==> config.mk <==
export PLATFORM = sky130hd
export DESIGN_NAME = seq_adder_n
export DESIGN_NICKNAME = d
export VERILOG_FILES = /design/src/rtl/seq_adder_n_pkg.sv /design/src/rtl/seq_adder_n_full_adder_k.sv /design/src/rtl/seq_adder_n.sv
export SDC_FILE = /design/constraint.sdc
export NUM_CORES = 1
export LEC_CHECK = 0
export CAP_MARGIN = 15
export CORE_MARGIN = 4
export CORE_UTILIZATION = 30
export DETAILED_ROUTE_END_ITERATION = 6
export GPL_ROUTABILITY_DRIVEN = 0
export PLACE_DENSITY_LB_ADDON = 0.25
export SYNTH_ARGS = -nofsm -noshare
export SYNTH_HDL_FRONTEND = slang
export SYNTH_SLANG_ARGS = --single-unit
==> constraint.sdc <==
create_clock -name clock -period 3 [get_ports clock]
set_input_delay 0.45 -clock clock [delete_from_list [all_inputs] [get_ports clock]]
set_output_delay 0.45 -clock clock [all_outputs]
set_load 0.01 [all_outputs]
==> src/rtl/seq_adder_n_pkg.sv <==
// seq_adder_n_pkg: FSM state encodings and index-width helper shared by multi-cycle arithmetic blocks.
package seq_adder_n_pkg;

    typedef enum logic [1:0] {
        ST_IDLE = 2'd0,
        ST_RUN  = 2'd1,
        ST_DONE = 2'd2
    } state_e;

    // A single-chunk adder still needs a 1-bit index register.
    function automatic int idx_w(input int n);
        return (n <= 1) ? 1 : $clog2(n);
    endfunction

endpackage

==> src/rtl/seq_adder_n_full_adder_k.sv <==
// full_adder_k: combinational K-bit ripple adder built from full-adder cells.
// With SEQ_ADDER_OVF_EN, also exposes the carry into the MSB cell (c_msb).
module full_adder_k #(
    parameter int K = 4
) (
    input  logic [K-1:0] x,
    input  logic [K-1:0] y,
    input  logic         c_in,
    output logic [K-1:0] s,
    output logic         c_out
`ifdef SEQ_ADDER_OVF_EN
    ,output logic        c_msb
`endif
);

    logic [K:0] c;

    assign c[0] = c_in;

    for (genvar i = 0; i < K; i++) begin : g_cell
        assign s[i]   = x[i] ^ y[i] ^ c[i];
        assign c[i+1] = (x[i] & y[i]) | (c[i] & (x[i] ^ y[i]));
    end

    assign c_out = c[K];
`ifdef SEQ_ADDER_OVF_EN
    assign c_msb = c[K-1];
`endif

endmodule

==> src/rtl/seq_adder_n.sv <==
// seq_adder_n: multi-cycle N-bit adder, one K-bit chunk per clock, LSB first, valid/ready on both sides.
// Optional signed-overflow output ovf when SEQ_ADDER_OVF_EN is defined.
module seq_adder_n
    import seq_adder_n_pkg::*;
#(
    parameter int N = 16,
    parameter int K = 4
) (
    input  logic         clock,
    input  logic         reset,
    input  logic         in_valid,
    output logic         in_ready,
    input  logic [N-1:0] x,
    input  logic [N-1:0] y,
    input  logic         c_in,
    output logic         out_valid,
    input  logic         out_ready,
    output logic [N-1:0] s,
    output logic         c_out
`ifdef SEQ_ADDER_OVF_EN
    ,output logic        ovf
`endif
);

    localparam int C    = N / K;
    localparam int IW   = idx_w(C);
    localparam int LAST = C - 1;
    localparam logic [N-1:0] CMASK = N'({K{1'b1}});

    if (N % K != 0) begin : g_bad_k
        $error("seq_adder_n: N must be a multiple of K");
    end

    state_e         state_q, state_d;
    logic [N-1:0]   x_q, x_d, y_q, y_d, s_q, s_d;
    logic           carry_q, carry_d, c_out_q, c_out_d;
    logic [IW-1:0]  idx_q, idx_d;
    logic [31:0]    sh;
    logic [K-1:0]   xa, ya, sum;
    logic           co, last;

    assign sh   = 32'(idx_q) * 32'(K);
    assign xa   = K'(x_q >> sh);
    assign ya   = K'(y_q >> sh);
    assign last = idx_q == IW'(LAST);

`ifdef SEQ_ADDER_OVF_EN
    logic c_msb, ovf_q, ovf_d;
    // On the final chunk the MSB cell is bit N-1, so c_msb is the carry into the sign bit.
    assign ovf_d = (state_q == ST_RUN && last) ? c_msb ^ co : ovf_q;
    always_ff @(posedge clock) begin
        if (reset) ovf_q <= 1'b0;
        else       ovf_q <= ovf_d;
    end
    assign ovf = ovf_q;
`endif

    full_adder_k #(.K(K)) u_fa (
        .x     (xa),
        .y     (ya),
        .c_in  (carry_q),
        .s     (sum),
        .c_out (co)
`ifdef SEQ_ADDER_OVF_EN
        ,.c_msb(c_msb)
`endif
    );

    always_comb begin
        state_d = state_q;
        x_d     = x_q;
        y_d     = y_q;
        s_d     = s_q;
        carry_d = carry_q;
        c_out_d = c_out_q;
        idx_d   = idx_q;
        case (state_q)
            ST_IDLE: if (in_valid) begin
                x_d     = x;
                y_d     = y;
                carry_d = c_in;
                idx_d   = '0;
                state_d = ST_RUN;
            end
            ST_RUN: begin
                s_d     = (s_q & ~(CMASK << sh)) | (N'(sum) << sh);
                carry_d = co;
                idx_d   = last ? '0 : idx_q + IW'(1);
                c_out_d = last ? co : c_out_q;
                state_d = last ? ST_DONE : ST_RUN;
            end
            ST_DONE: state_d = out_ready ? ST_IDLE : ST_DONE;
            default: state_d = ST_IDLE;
        endcase
    end

    always_ff @(posedge clock) begin
        if (reset) begin
            state_q <= ST_IDLE;
            x_q     <= '0;
            y_q     <= '0;
            s_q     <= '0;
            carry_q <= 1'b0;
            c_out_q <= 1'b0;
            idx_q   <= '0;
        end else begin
            state_q <= state_d;
            x_q     <= x_d;
            y_q     <= y_d;
            s_q     <= s_d;
            carry_q <= carry_d;
            c_out_q <= c_out_d;
            idx_q   <= idx_d;
        end
    end

    assign in_ready  = state_q == ST_IDLE;
    assign out_valid = state_q == ST_DONE;
    assign s         = s_q;
    assign c_out     = c_out_q;

endmodule

==> results.txt <==
synthesized instance count - 211
CTS Hold Bufs - 0
max-capacitance violation count - 0
Yosys cell types - 30
vias in the first global route - 1662
row cnt - 32
status - complete, no violations
top cell type's share of synthesized area - 0.4514
measured slew at the worst slew-check pin - 0.5675 ns
P&R area growth vs syn - 28.47%
routed vias/inst - 4.550
Synthesis Warnings - 0
post-route setup TNS - 0 ns
drt pass-1 iters - 4
Clock Skews - 0.004559 ns
Num CTS Buffers - 5
global-route wire length before repair - 8.756 mm
crit start category - register
HP Class - in -> reg
layout net count - 309
Pleak - 0.001163 uW
Die Footprint - 9476 um2
# DRC - 0
Post-synth top cells - dfxtp_1, nor2_1, mux2i_1
Detail Route Antenna Nets - 0
worst-path fanout max - 7
slowest stage cell, crit path - mux4_2
final design area excluding fillers - 3077 um2
cell taking the most area after synthesis - dfxtp_1
H-tree Lvls - 2
die height - 97.35 um
Post-CTS Setup Bufs - 0
Avg WL per Cell - 14.62 um
die width - 97.35 um
CTS Root Cell - clkbuf_8
minimum clock period - 2.746 ns
unrepaired setup endpoints after global routing - no
final number of setup-violating endpoints - 0
Setup CP Type - reg -> reg
initial antenna violation count - 0
register area share after synthesis - 0.4514
Synth Net Count - 256
Final Max Slew Viols - 0
fmax - 364.2 MHz
starting DRC count in detailed routing - 36
count leader, synth - dfxtp_1
GRT Total Usage - 0.1155
synth top area cells - dfxtp_1, mux2i_1, mux4_2
post-layout worst setup margin - 0.2542 ns
most used cell, CP - fa_1
slowest stage delay, CP - 0.53 ns
Slew Limit Headroom - 0.6212
CTS Sinks - 54
core footprint - 7727 um2
layout cells sized above 1 - 0.1057
Avg Inst Size Synth - 11.35 um2
largest net degree at the start of global routing - 37
power density cells - 463.2 nW/um2
Setup crit end kind - register
final worst-path cycle share - 0.9153
Setup WS pre-CTS - 0.1155 ns
clock latency on the worst-skew pair - 0.31 ns
Initial Util - 0.3099
peak supply drop - 285.3 uV
final hold violation count - 0
instance area at placement - 2980 um2
Final HPWL DP - 3.960 mm
clk slew on worst S/H paths - 0.10 ns
fraction of registers with async set/reset - 0
main flop type after synthesis - dfxtp_1
critical path data arrival time - 2.94 ns
DRT Wirelength - 5.366 mm
Vias - 1670
post-cts resize count - 0
Critical Path RT - 3.19 ns
CTS Buffer Depth - 2
Post-Syn Area - 2395 um2
number of synthesized flops with an enable pin - 0
global route total overflow - 0
Synth Register Bits - 54
CP cell instances - mux4_2 > inv_1 > fa_1 > fa_1 > inv_1 > fa_1 > fa_1 > a22oi_1 > nor2_1
Port Buffers - 55
CTS tree - yes
I/O pin cnt - 56
total inserted antenna cells - 0
final timing paths:
kind                    startpoint                  end  slack (ns)  cells after the start
min                          reset  x_q[9]$_SDFFE_PP0P_        0.49                      2
min reg2reg    x_q[9]$_SDFFE_PP0P_  x_q[9]$_SDFFE_PP0P_        0.50                      2
max          idx_q[0]$_SDFFE_PP0P_    s[7]$_SDFFE_PP0P_        0.25                      9
max reg2reg  idx_q[0]$_SDFFE_PP0P_    s[7]$_SDFFE_PP0P_        0.25                      9
state kept, by name, summed over array words and instances (netlist names):
name     count
idx_q        2
x_q         16
carry_q      1
s           16
c_out        1
y_q         16
state_q      2
power breakdown:
| part | total (uW) | internal, uW | switching (uW) |
|---|---|---|---|
| logic | 224 | 126 | 98.4 |
| registers | 779 | 753 | 26.2 |
| clock network | 422 | 186 | 236 |
| total | 1430 | 1060 | 360 |
cell families after synthesis:
group                      count (synthesis)  synth area share
and+or+nand+nor                           62            0.1322
DFF                                       54            0.4514
muxes                                     42            0.2173
buffers and inverters                     24           0.07053
AOI/OAI and AO/OA                         21           0.07419
adders and majority gates                  8           0.05434
metal layers:
metal / track usage / share of wire / vias to the layer above
li1: - / - / 853
met1: 0.1511 / 0.46 / 773
met2: 0.1852 / 0.48 / 37
met3: 0.03087 / 0.052 / 7
met4: 0.03834 / 0.013 / 0
met5: 0 / 0 / -
area by class of cell:
class,count,area [um2]
fillers,770,4651
multi-input cells,133,1151
flip-flops and latches,54,1082
repair buffers,60,583.1
well taps,102,127.6
clock buffers,6,82.58
inverters,10,37.54
clock inverters,2,12.51
placed cells by master, fill, tap and decap left out, types with 2 or more instances in the layout:
cell type and n:
nor2_1 45, inv_1 10, nand3b_1 4, clkdlybuf4s50_1 54, a21oi_1 3, nor2b_1 2
a32o_1 8, mux4_2 8, a22oi_1 8, fa_1 4, ha_1 4, dfxtp_1 53
mux2i_1 34, clkbuf_8 6, buf_4 5
metrics by stage:
stage | util | hold WS (ns) | instances | power (uW)
final | 0.3982 | 0.4922 | 367 | 1425
after global routing | 0.3982 | 0.4956 | 367 | 1500
after CTS | 0.3980 | 0.4901 | 367 | 1447
after detailed placement | 0.3857 | 0.4781 | 359 | 1024
after global placement | 0.3857 | 0.4663 | 359 | 1022
after floorplan | - | 0.4546 | 211 | 938.3
critical path: cells and delay by family, from the launching register on:
family | cells | cell delay, ns
adders and majority gates | 4 | 1.25
buffers and inverters | 2 | 0.14
AOI/OAI and AO/OA | 1 | 0.20
DFF | 1 | 0.46
muxes | 1 | 0.53
and+or+nand+nor | 1 | 0.05
No activity file was read; power rests on OpenSTA's default activity.
==> variant 1: new RTL, same flow settings <==
`K` is set to 4 in 2 places; all go to 2.
--- a/src/rtl/seq_adder_n_full_adder_k.sv
+++ b/src/rtl/seq_adder_n_full_adder_k.sv
@@ -2,5 +2,5 @@
 // With SEQ_ADDER_OVF_EN, also exposes the carry into the MSB cell (c_msb).
 module full_adder_k #(
-    parameter int K = 4
+    parameter int K = 2
 ) (
     input  logic [K-1:0] x,
--- a/src/rtl/seq_adder_n.sv
+++ b/src/rtl/seq_adder_n.sv
@@ -5,5 +5,5 @@
 #(
     parameter int N = 16,
-    parameter int K = 4
+    parameter int K = 2
 ) (
     input  logic         clock,
Function: changed (Yosys sat finds a counterexample within 4 cycles, from zero or initial values and one cycle with reset high).
==> variant 1 against the unedited design <==
Global-route usage rose by 0.064 points; critical endpoint is now s[13]$_SDFFE_PP0P_; total power rose by 3.0%; area after synthesis rose by 0.26%; first-iteration DRC count rose by 130%; worst setup slack got worse by 0.017 ns; sequential share of layout area fell by 0.21 points; clock power rose by 11%; cell area rose by 2.4%; sequential cell count rose by 1; routed wire length barely moved; die area rose by 0.24%; critical path type unchanged; highest routed layer unchanged; sequential power rose by 1%.
==> variant 1: results (changes against the unedited design) <==
metric,value,unit,change
status,finished clean,,
finClkSkew,0.00753,ns,+0.00297 ns
dp_cells,410,,+14%
h-tree-depth,2,,unchanged
avgRoutedWirePerCell,12.9,um,-12%
synthTopCellsByCount,"76 x nand2_1, 55 x dfxtp_1, 42 x a21oi_1",,
met3_usage,0.0266,,-0.00431
layout.nets,360,,+17%
post_dp_cell_area,3040,um^2,+1.9%
grt_use_total,0.116,,+0.000641
synth-main-ff-cell,dfxtp_1,,
grt_pass1_wl,9070,um,+3.5%
dr.first_iter.drc_count,84,,+130%
hp-class,flip-flop to flip-flop,,
drive_gt1_frac,0.102,,-0.00407
dr.pass1.iters,4,,unchanged
critical-path-slowest-cell,dfxtp_1,,
cts-root-buf,clkbuf_8,,
yosysWarnings,0,,unchanged
p_leak,1.18,nW,+1.0%
worstMarginPinSlew,0.620,ns,+0.0529 ns
crit_arrival,3.02,ns,+0.08 ns
wl_met3,282,um,+1.4%
grt_pass1_vias,1908,,+15%
cts-resized-gates,2,,+2
synthTopCellsByArea,"dfxtp_1 46%, nand2_1 12%, a21oi_1 8.8%",,
ys_seq_area_frac,0.459,,+0.00716
antenna_found_initial,0,,unchanged
critPathMaxStageDelay,0.57,ns,+0.04 ns
drtAntennaViolNets,0,,unchanged
internal_power,1.12,mW,+5.5%
syn_inst,261,,+24%
clock_latency,0.30,ns,
mappedNetlistNets,306,,+20%
dp_slack,0.0314,ns,-0.0841 ns
dpl.hpwl,4060,um,+2.6%
diodes,0,,unchanged
grt.met2_usage,0.180,,-0.00496
cts_setup_buffers,0,,unchanged
via_count,1976,,+18%
top_layer_used,met4,,
grt_max_degree,33,,-11%
gr-usage-met1,0.157,,+0.00610
wl_met2,2440,um,-4.5%
vias_per_cell,4.74,,+4.1%
ir_worst_vdd,0.172,mV,-40%
port_buffers,55,,unchanged
cp_max_fo,8,,+1
drt-met1-wl,2570,um,+4.3%
clock_path_buffers,2,,unchanged
[variant 1: final timing paths]
kind	from	end	slack, ns	depth (start not counted)
worst min register to register	x_q[9]$_SDFFE_PP0P_	x_q[9]$_SDFFE_PP0P_	0.46	2
worst max-delay path	idx_q[0]$_SDFFE_PP0P_	s[13]$_SDFFE_PP0P_	0.24	7
worst min-delay path	x_q[9]$_SDFFE_PP0P_	x_q[9]$_SDFFE_PP0P_	0.46	2
worst max register to register	idx_q[0]$_SDFFE_PP0P_	s[13]$_SDFFE_PP0P_	0.24	7
[variant 1: power groups by stage]
stage | Combinational [mW] | Sequential, mW | Clock (mW)
floorplan | 0.137 | 0.795 | 0
global placement | 0.213 | 0.804 | 0
detailed placement | 0.213 | 0.805 | 0
CTS | 0.216 | 0.788 | 0.485
global route | 0.239 | 0.793 | 0.518
finish | 0.214 | 0.787 | 0.467
[variant 1: through the flow]
stage | hold slack, ns | util
2_1_floorplan | 0.433 | -
3_3_place_gp | 0.445 | 0.391
3_5_place_dp | 0.447 | 0.391
4_1_cts | 0.460 | 0.405
5_1_grt | 0.482 | 0.405
6_report | 0.457 | 0.405
[variant 1: critical path, delay by kind of cell (launching register included)]
kind | cells | cell delay [ns]
fa+ha+maj | 2 | 0.92
compound gates | 1 | 0.19
simple gates | 3 | 0.47
flops | 1 | 0.57
mux | 1 | 0.55
[variant 1: logic make-up (layout without fill, tap and decap cells)]
family,after synthesis,in the layout,synth area share
compound gates,64,64,0.163
fa+ha+maj,8,8,0.0479
buf+inv,21,75,0.0542
flops,55,55,0.459
mux,9,9,0.0792
simple gates,104,104,0.197
[variant 1: layout make-up]
cell class,count,area [um^2]
clock buffer,6,72.6
clock inverter,1,30.0
tap,102,128
multi-input combinational,185,1190
fill,807,4620
timing repair buffer,65,621
sequential,55,1100
inverter,3,11.3
==> variant 2: new RTL, config.mk and constraints unchanged <==
Made on the original files. Re-encode `state_e` (3 states) as one-hot, 3 bits wide.
--- a/src/rtl/seq_adder_n_pkg.sv
+++ b/src/rtl/seq_adder_n_pkg.sv
@@ -2,8 +2,8 @@
 package seq_adder_n_pkg;
 
-    typedef enum logic [1:0] {
-        ST_IDLE = 2'd0,
-        ST_RUN  = 2'd1,
-        ST_DONE = 2'd2
+    typedef enum logic [2:0] {
+        ST_IDLE = 3'b001,
+        ST_RUN  = 3'b010,
+        ST_DONE = 3'b100
     } state_e;
 
Check against the original RTL: no difference found for any inputs over 10 cycles, from zero or initial values and one cycle with reset high; not proved beyond that.
==> variant 2 against the unedited design <==
Core utilization increased by 0.89 points; routed wire length increased by 1.5%; sequential power increased by 1%; cell area increased by 2.2%; non-clock buffer count increased by 2; worst setup slack improved by 0.012 ns; die area about the same; clock power increased by 23%; total power increased by 5.7%; cell count increased by 14%; largest cell class unchanged; sequential cell count increased by 1; area after synthesis about the same; critical path depth unchanged.
==> variant 2: results (changes against the unedited design) <==
metric,value,unit,change
fin_ws,0.266,ns,+0.0121 ns
layout.nonclk_buf_frac,0.190,,+0.000627
multi_input_cells,179,,+35%
met3_usage,0.0302,,-0.000718
seq_power,789,uW,+1%
grt_use_total,0.121,,+0.00502
mappedNetlistNets,313,,+22%
hold_start,y_q[12]$_SDFFE_PP0P_,,
synthTopCellsByCount,"67 x nand2_1, 55 x dfxtp_1, 35 x a21oi_1",,
finClkSkew,0.00477,ns,+0.000208 ns
holdPathEnd,y_q[12]$_SDFFE_PP0P_,,
layout.non_clock_buffers,62,,+3.3%
seq_share,0.350,,-0.00133
inverters,11,,+1
ir_worst_vdd,0.190,mV,-33%
wl_met2,2450,um,-4.3%
seq_power_share,0.523,,-0.024
status,finished clean,,
grt_pass1_vias,1950,,+17%
worstMarginPinSlew,0.956,ns,+0.388 ns
grt_pass1_wl,9450,um,+7.9%
crit_arrival,2.90,ns,-0.04 ns
clk_share,0.0386,,+0.00768
dr.first_iter.drc_count,78,,+120%
synth_seq_cells,55,,+1.9%
grt.met2_usage,0.185,,-0.000531
grt_max_degree,56,,+51%
async_flop_share,0,,unchanged
vias_per_cell,4.71,,+3.4%
drt-met1-wl,2620,um,+6.4%
wl,5450,um,+1.5%
layout.nets,359,,+16%
dpl.hpwl,3920,um,-0.89%
wl_met3,290,um,+4.3%
sw_frac_of_total,0.244,,-0.00886
reg2reg_from,idx_q[0]$_SDFFE_PP0P_,,
gr-usage-met1,0.163,,+0.0123
dp_slack,0.118,ns,+0.00297 ns
ys_seq_area_frac,0.460,,+0.00860
-- variant 2: cell count changes in the layout (fill, tap and decap cells not counted), moves of 5 or more --
cell       unedited run  this run
a22oi_1               8         0
nor2_1               45        21
nand2_1               1        67
a32o_1                8         0
mux2i_1              34         1
a32oi_1               0        16
a21oi_1               3        35
nand4bb_1             0         5
-- variant 2: kinds of logic after synthesis --
logic type | share of synthesized area
mux | 0.0795
simple gates | 0.202
fa+ha+maj | 0.0544
flops | 0.460
buf+inv | 0.0575
compound gates | 0.146
-- variant 2: stage by stage --
| step | hold slack (ns) | instance area [um^2] | cells |
|---|---|---|---|
| 6_report | 0.458 | 3150 | 417 |
| 5_1_grt | 0.481 | 3150 | 417 |
| 4_1_cts | 0.459 | 3140 | 417 |
| 3_5_place_dp | 0.445 | 3020 | 409 |
| 3_3_place_gp | 0.443 | 3020 | 409 |
| 2_1_floorplan | 0.433 | 2390 | 268 |
